### config.mk
export PLATFORM = sky130hd
export DESIGN_NAME = apb_master_bridge
export DESIGN_NICKNAME = d
export VERILOG_FILES = /design/src/rtl/apb_pkg.sv /design/src/rtl/apb_master_bridge.sv
export SDC_FILE = /design/constraint.sdc
export NUM_CORES = 1
export LEC_CHECK = 0
export ABC_CLOCK_PERIOD_IN_PS = 5100
export BUFFER_PORTS_ARGS = -buffer_cell sky130_fd_sc_hd__buf_2
export CAP_MARGIN = 20
export CORE_AREA = 2 2 100 102
export DETAILED_ROUTE_END_ITERATION = 8
export DIE_AREA = 0 0 102 104
export PLACE_DENSITY = 0.67
export SYNTH_ARGS = -nofsm -noshare
export SYNTH_HDL_FRONTEND = slang
export SYNTH_SLANG_ARGS = --single-unit
### constraint.sdc
create_clock -name pclk -period 5.1 [get_ports pclk]
set_input_delay 0.51 -clock pclk [delete_from_list [all_inputs] [get_ports pclk]]
set_output_delay 0.51 -clock pclk [all_outputs]
set_load 0.02 [all_outputs]
### src/rtl/apb_pkg.sv
// Shared APB bridge types: FSM state encoding, command/response records and the abort read pattern.
package apb_pkg;

    localparam int unsigned APB_DEF_ADDR_W = 8;
    localparam int unsigned APB_DEF_DATA_W = 32;
    localparam int unsigned APB_MAX_DATA_W = 256;

    // Wide enough for any supported DATA_WIDTH; users slice the low bits.
    localparam logic [APB_MAX_DATA_W-1:0] APB_ERR_RDATA = '1;

    typedef enum logic [1:0] {
        IDLE,
        SETUP,
        ACCESS,
        RESP
    } apb_state_e;

    typedef struct packed {
        logic [APB_DEF_ADDR_W-1:0]   addr;
        logic                        write;
        logic [APB_DEF_DATA_W-1:0]   wdata;
        logic [APB_DEF_DATA_W/8-1:0] strb;
    } apb_cmd_t;

    typedef struct packed {
        logic [APB_DEF_DATA_W-1:0] rdata;
        logic                      slverr;
    } apb_rsp_t;

endpackage

### src/rtl/apb_master_bridge.sv
// APB4 initiator: one valid/ready command in, SETUP/ACCESS on APB, one valid/ready response out.
// Defining APB_MASTER_TIMEOUT_EN adds an ACCESS-phase wait limit of TIMEOUT_CYCLES.
module apb_master_bridge
    import apb_pkg::*;
#(
    parameter int unsigned ADDR_WIDTH     = 8,
    parameter int unsigned DATA_WIDTH     = 32,
    parameter int unsigned STRB_WIDTH     = DATA_WIDTH / 8,
    parameter int unsigned TIMEOUT_CYCLES = 16
) (
    input  logic                  pclk,
    input  logic                  preset,
    input  logic                  cmd_valid,
    output logic                  cmd_ready,
    input  logic [ADDR_WIDTH-1:0] cmd_addr,
    input  logic                  cmd_write,
    input  logic [DATA_WIDTH-1:0] cmd_wdata,
    input  logic [STRB_WIDTH-1:0] cmd_strb,
    output logic                  rsp_valid,
    input  logic                  rsp_ready,
    output logic [DATA_WIDTH-1:0] rsp_rdata,
    output logic                  rsp_slverr,
    output logic [ADDR_WIDTH-1:0] paddr,
    output logic                  psel,
    output logic                  penable,
    output logic                  pwrite,
    output logic [DATA_WIDTH-1:0] pwdata,
    output logic [STRB_WIDTH-1:0] pstrb,
    input  logic [DATA_WIDTH-1:0] prdata,
    input  logic                  pready,
    input  logic                  pslverr
);

    if (TIMEOUT_CYCLES == 0) begin : g_bad_timeout
        $error("TIMEOUT_CYCLES must be >= 1");
    end

    apb_state_e            state_q, state_d;
    logic                  psel_q, psel_d;
    logic                  penable_q, penable_d;
    logic [ADDR_WIDTH-1:0] paddr_q, paddr_d;
    logic                  pwrite_q, pwrite_d;
    logic [DATA_WIDTH-1:0] pwdata_q, pwdata_d;
    logic [STRB_WIDTH-1:0] pstrb_q, pstrb_d;
    logic                  rsp_valid_q, rsp_valid_d;
    logic [DATA_WIDTH-1:0] rsp_rdata_q, rsp_rdata_d;
    logic                  rsp_slverr_q, rsp_slverr_d;

`ifdef APB_MASTER_TIMEOUT_EN
    localparam int unsigned WAIT_W = $clog2(TIMEOUT_CYCLES + 1);
    logic [WAIT_W-1:0] wait_q, wait_d;

    always_ff @(posedge pclk or posedge preset) begin
        if (preset) wait_q <= '0;
        else        wait_q <= wait_d;
    end
`endif

    assign cmd_ready = (state_q == IDLE) && !preset;

    always_ff @(posedge pclk or posedge preset) begin
        if (preset) begin
            state_q      <= IDLE;
            psel_q       <= 1'b0;
            penable_q    <= 1'b0;
            paddr_q      <= '0;
            pwrite_q     <= 1'b0;
            pwdata_q     <= '0;
            pstrb_q      <= '0;
            rsp_valid_q  <= 1'b0;
            rsp_rdata_q  <= '0;
            rsp_slverr_q <= 1'b0;
        end else begin
            state_q      <= state_d;
            psel_q       <= psel_d;
            penable_q    <= penable_d;
            paddr_q      <= paddr_d;
            pwrite_q     <= pwrite_d;
            pwdata_q     <= pwdata_d;
            pstrb_q      <= pstrb_d;
            rsp_valid_q  <= rsp_valid_d;
            rsp_rdata_q  <= rsp_rdata_d;
            rsp_slverr_q <= rsp_slverr_d;
        end
    end

    always_comb begin
        state_d      = state_q;
        psel_d       = psel_q;
        penable_d    = penable_q;
        paddr_d      = paddr_q;
        pwrite_d     = pwrite_q;
        pwdata_d     = pwdata_q;
        pstrb_d      = pstrb_q;
        rsp_valid_d  = rsp_valid_q;
        rsp_rdata_d  = rsp_rdata_q;
        rsp_slverr_d = rsp_slverr_q;
`ifdef APB_MASTER_TIMEOUT_EN
        wait_d       = wait_q;
`endif
        unique case (state_q)
            IDLE: begin
                if (cmd_valid) begin
                    paddr_d  = cmd_addr;
                    pwrite_d = cmd_write;
                    pwdata_d = cmd_write ? cmd_wdata : '0;
                    pstrb_d  = cmd_write ? cmd_strb : '0;
                    psel_d   = 1'b1;
                    state_d  = SETUP;
                end
            end
            SETUP: begin
                penable_d = 1'b1;
`ifdef APB_MASTER_TIMEOUT_EN
                wait_d    = '0;
`endif
                state_d   = ACCESS;
            end
            ACCESS: begin
                // Completion is checked first so pready at the wait limit still finishes normally.
                if (pready) begin
                    psel_d       = 1'b0;
                    penable_d    = 1'b0;
                    paddr_d      = '0;
                    pwrite_d     = 1'b0;
                    pwdata_d     = '0;
                    pstrb_d      = '0;
                    rsp_valid_d  = 1'b1;
                    rsp_slverr_d = pslverr;
                    rsp_rdata_d  = pwrite_q ? '0 : prdata;
                    state_d      = RESP;
                end
`ifdef APB_MASTER_TIMEOUT_EN
                else if (wait_q == WAIT_W'(TIMEOUT_CYCLES)) begin
                    psel_d       = 1'b0;
                    penable_d    = 1'b0;
                    paddr_d      = '0;
                    pwrite_d     = 1'b0;
                    pwdata_d     = '0;
                    pstrb_d      = '0;
                    rsp_valid_d  = 1'b1;
                    rsp_slverr_d = 1'b1;
                    rsp_rdata_d  = APB_ERR_RDATA[DATA_WIDTH-1:0];
                    state_d      = RESP;
                end else begin
                    wait_d = wait_q + 1'b1;
                end
`endif
            end
            RESP: begin
                if (rsp_ready) begin
                    rsp_valid_d = 1'b0;
                    state_d     = IDLE;
                end
            end
            default: state_d = IDLE;
        endcase
    end

    assign psel       = psel_q;
    assign penable    = penable_q;
    assign paddr      = paddr_q;
    assign pwrite     = pwrite_q;
    assign pwdata     = pwdata_q;
    assign pstrb      = pstrb_q;
    assign rsp_valid  = rsp_valid_q;
    assign rsp_rdata  = rsp_rdata_q;
    assign rsp_slverr = rsp_slverr_q;

endmodule

==> impl.org <==
** Logic synthesis
- In this run the mean area of a mapped cell was 10.2 um2.
- The synthesized netlist occupies a cell area of 0.00371 mm2.
- Ys Warns :: 0
- Counting flops with an async set or reset pin after synthesis yields a share of 100%.
- Top cells by area in the synthesized netlist :: sky130_fd_sc_hd__dfrtp_1, sky130_fd_sc_hd__mux2i_1, sky130_fd_sc_hd__nand2_1
- In the synthesized netlist, the cells that appear most often are sky130_fd_sc_hd__dfrtp_1, sky130_fd_sc_hd__nand2_1, sky130_fd_sc_hd__inv_1.
- Number of storage elements in the synthesis netlist :: 83
- In the post-synthesis netlist, the cell with the most instances is sky130_fd_sc_hd__dfrtp_1.
- Portion of the post-synthesis area used by sequential elements :: 55.9%
- Total nets after synthesis :: 450
- Primary FF master, synth :: sky130_fd_sc_hd__dfrtp_1
- Number of different library cells in the post-synthesis netlist :: 26
- The synthesized design devotes to its leading area cell type 55.9% of total area.
- Cell type contributing the most total cell area after synthesis :: sky130_fd_sc_hd__dfrtp_1
- The synthesized design contains 0 enable-type register cells.
- Cells after Synth :: 363

** Critical path
- For this design, the slowest cell found on the critical path is sky130_fd_sc_hd__nor3_4.
- CP Capture Type :: flop
- In this run the critical register-to-register path is launched from state_q[0]$_DFFE_PP0P_.
- The kind of cell with the highest combined delay along the critical path is simple AND/OR/NAND/NOR gates.
- The largest single stage delay on the critical path is 570 ps.
- For the worst flop-to-flop path, the logic depth is 6.
- Highest net fanout along the worst path :: 17
- The critical path is of the reg -> reg type.
- Number of buffer and inverter stages on the critical path :: 2
- Required time reported for the critical path endpoint :: 5330 ps
- Critical path launch point :: state_q[0]$_DFFE_PP0P_
- Cell-by-cell listing of the critical path :: inv_1, ha_1, nor2_1, nor3_4, buf_4, mux2_2
- Startpoint class of the critical path :: flop
- Counting buffers and inverters, the worst setup path is 6 cells deep.
- Crit path arrival time :: 2750 ps

** Global route
- Most crowded layer after global routing :: met2
- Congestion Overflow GR :: 0
- Met3 global-route usage :: 4.64%
- Global routing used 25.0% of the available met2 tracks.
- Entering global routing, the biggest net connects 84 pins.
- The first global-routing pass estimated 13.6 mm of wire.
- Across every metal layer, demand over resource in global routing totals 15.9%.
- Initial antenna violation count :: 0
- Met1 routing resource usage after global routing :: 21.0%
- The number of global-route vias before repair is 2,926.

** Finish
- Final standard cell count with taps included and fillers excluded :: 660
- The post-route netlist has 36.6% of its cells at a drive strength greater than 1.
- Summing all flip-flop and latch instances after layout gives 0.00208 mm2.
- Final-stage net count :: 609
- Relative to the synthesized area, the layout overhead comes to 29.7%.
- After filler insertion, the fill cell instance count of the layout stands at 923.
- The multi-input combinational cells in the finished layout cover a total of 0.00130 mm2.
- The number of antenna diodes in the final layout is 0.

** Drt
- For this block, the initial DRC count from the detailed router was 91.
- Overall routed net length :: 8.38 mm
- In the routed design, unresolved DRC markers number 0.
- Across all layers, the routed design uses 2,898 vias.
- Drt wl/cell :: 12.7 um
- The detail route stage leaves a number of antenna-violating nets equal to 0.
- Average via count per standard cell :: 4.39
- The pre-antenna-repair detailed-routing pass consisted of 4 iterations.

** Floorplanning
- During I/O placement, the number of pins put on the boundary was 165.
- The die covers 0.0106 mm2.
- Die H :: 104 um
- Floorplan core area :: 0.00955 mm2
- Initial Utilization :: 38.9%
- Cell Rows :: 36
- The floorplan step set the die width to 102 um.

** STA
- Post-layout minimum cycle time :: 2520 ps
- Max-slew headroom at the worst pin :: 33.0%
- Number of slew-limit violations in the final report :: 0
- Total negative setup slack :: 0 ps
- Worst clock skew :: 12.9 ps
- Setup repair after global routing left no endpoint under its margin.
- Based on the critical path, the design can be clocked at up to 397 MHz.
- At the pin with the least slew margin, the transition time is 1000 ps.
- Endpoints failing hold :: 0
- Setup violations remaining at the end of the flow were counted as 0.
- Portion of the clock cycle consumed by the worst path in the final layout :: 49.4%

** Power
- Areal power density over the cells :: 654 mW/mm2
- Across the VDD grid, the largest voltage drop is 0.000220 V.
- Reported leakage power :: 0.00259 uW
- Power comes to 3150 uW.

** Clock tree
- Number of buffers inserted for hold repair after clock tree synthesis :: 0
- The H-tree generated during clock tree synthesis spans 3 levels.
- After clock tree synthesis, the setup repair step added 0 buffers.
- Counting the buffers created by CTS gives 9.
- Number of clock sinks :: 83
- Buffer depth of the longest clock path :: 2
- The root buffer cell chosen for the clock tree is sky130_fd_sc_hd__clkbuf_8.
- Post-CTS repair changed the size of 0 cells.
- Clock-pin slew was measured on the worst setup and hold paths at 90 ps.
- Clock latency on the worst-skew pair :: 350 ps
- TritonCTS clock tree :: done

** Placed design
- Number of placed instances with taps included :: 643
- Detailed placement finished with a half-perimeter wire length of 5.91 mm.
- Buffers added on ports :: 164
- Final GP Congestion :: 0.751

** Job
- Max-cap violations in this run came to 0.

** Hold path
- Path class of the lowest-slack min-delay path :: in -> async

** Run status
- The flow ran to the end, and the final reports show no timing, DRC or antenna violations.
-- cells in the final DEF, fill, tap and decap left out, drive strengths merged, types with 2 or more instances in the layout --
master	synthesis	final
ha	4	4
buf	15	170
inv	50	50
nor2b	3	3
clkinvlp	0	3
mux2	3	3
nand4b	8	8
mux2i	37	37
dfrtp	83	83
nand2	69	69
nand2b	33	33
clkbuf	7	11
o21ai	42	42
nor2	2	2
-- flip-flops by register name, indices dropped and copies added, names as in the netlist --
register	flops
psel	1
state_q	2
pstrb	4
pwrite	1
paddr	8
rsp_slverr	1
rsp_rdata	32
penable	1
rsp_valid	1
pwdata	32
-- power breakdown --
part           internal (uW)  switching (uW)
Sequential               959             159
Combinational            589             959
Clock                    242             246
-- metal layers --
metal	part of all wire (%)	routed length (um)	vias up
met1	45	3800	1321
met5	0	0	-
met3	7.7	645	8
met4	1.2	97	0
li1	-	-	1457
met2	46	3840	112
-- logic make-up (layout without fill, tap and decap cells) --
group                      Yosys count  count (layout)  share of synthesized area (%)
buffers and inverters               72             236                           9.36
AOI/OAI and AO/OA                   46              46                           6.43
muxes                               40              40                           10.9
and+or+nand+nor                    118             118                           16.1
DFF                                 83              83                           55.9
adders and majority gates            4               4                           1.35
-- area by class of cell --
class / count / area share (%)
inverter: 50 / 3.92
clock buffer: 11 / 2.93
sequential: 83 / 43.1
clock inverter: 5 / 1.27
timing repair buffer: 170 / 18.4
multi-input combinational: 208 / 26.9
tap: 133 / 3.45
-- metrics by stage --
step	utilization, %	hold slack [ps]	area, um2	worst slack, ps
after CTS	50.2	373	4790	2540
after global placement	48.1	458	4590	2640
after floorplan	-	534	3710	2450
after global routing	50.5	190	4820	2350
final	50.5	187	4820	2580
after detailed placement	48.1	466	4590	2550
-- worst register-to-register path: stages (launching register included) --
cell and delay (ps):
sky130_fd_sc_hd__dfrtp_1 400, sky130_fd_sc_hd__inv_1 110, sky130_fd_sc_hd__ha_1 440, sky130_fd_sc_hd__nor2_1 130, sky130_fd_sc_hd__nor3_4 570, sky130_fd_sc_hd__buf_4 400, sky130_fd_sc_hd__mux2_2 370
-- final timing paths --
| path | endpoint | slack, ps |
|---|---|---|
| setup reg to reg | pwrite$_DFFE_PP0P_ | 2580 |
| hold / removal | psel$_DFFE_PP0P_ | 190 |
| max in group asynchronous | rsp_rdata[22]$_DFFE_PP0P_ | 4310 |
| min in group pclk | pwdata[13]$_DFFE_PP0P_ | 390 |
| setup / recovery | pwrite$_DFFE_PP0P_ | 2580 |
| hold reg to reg | rsp_rdata[6]$_DFFE_PP0P_ | 480 |
Note: power is estimated with default switching activity, not from simulation.
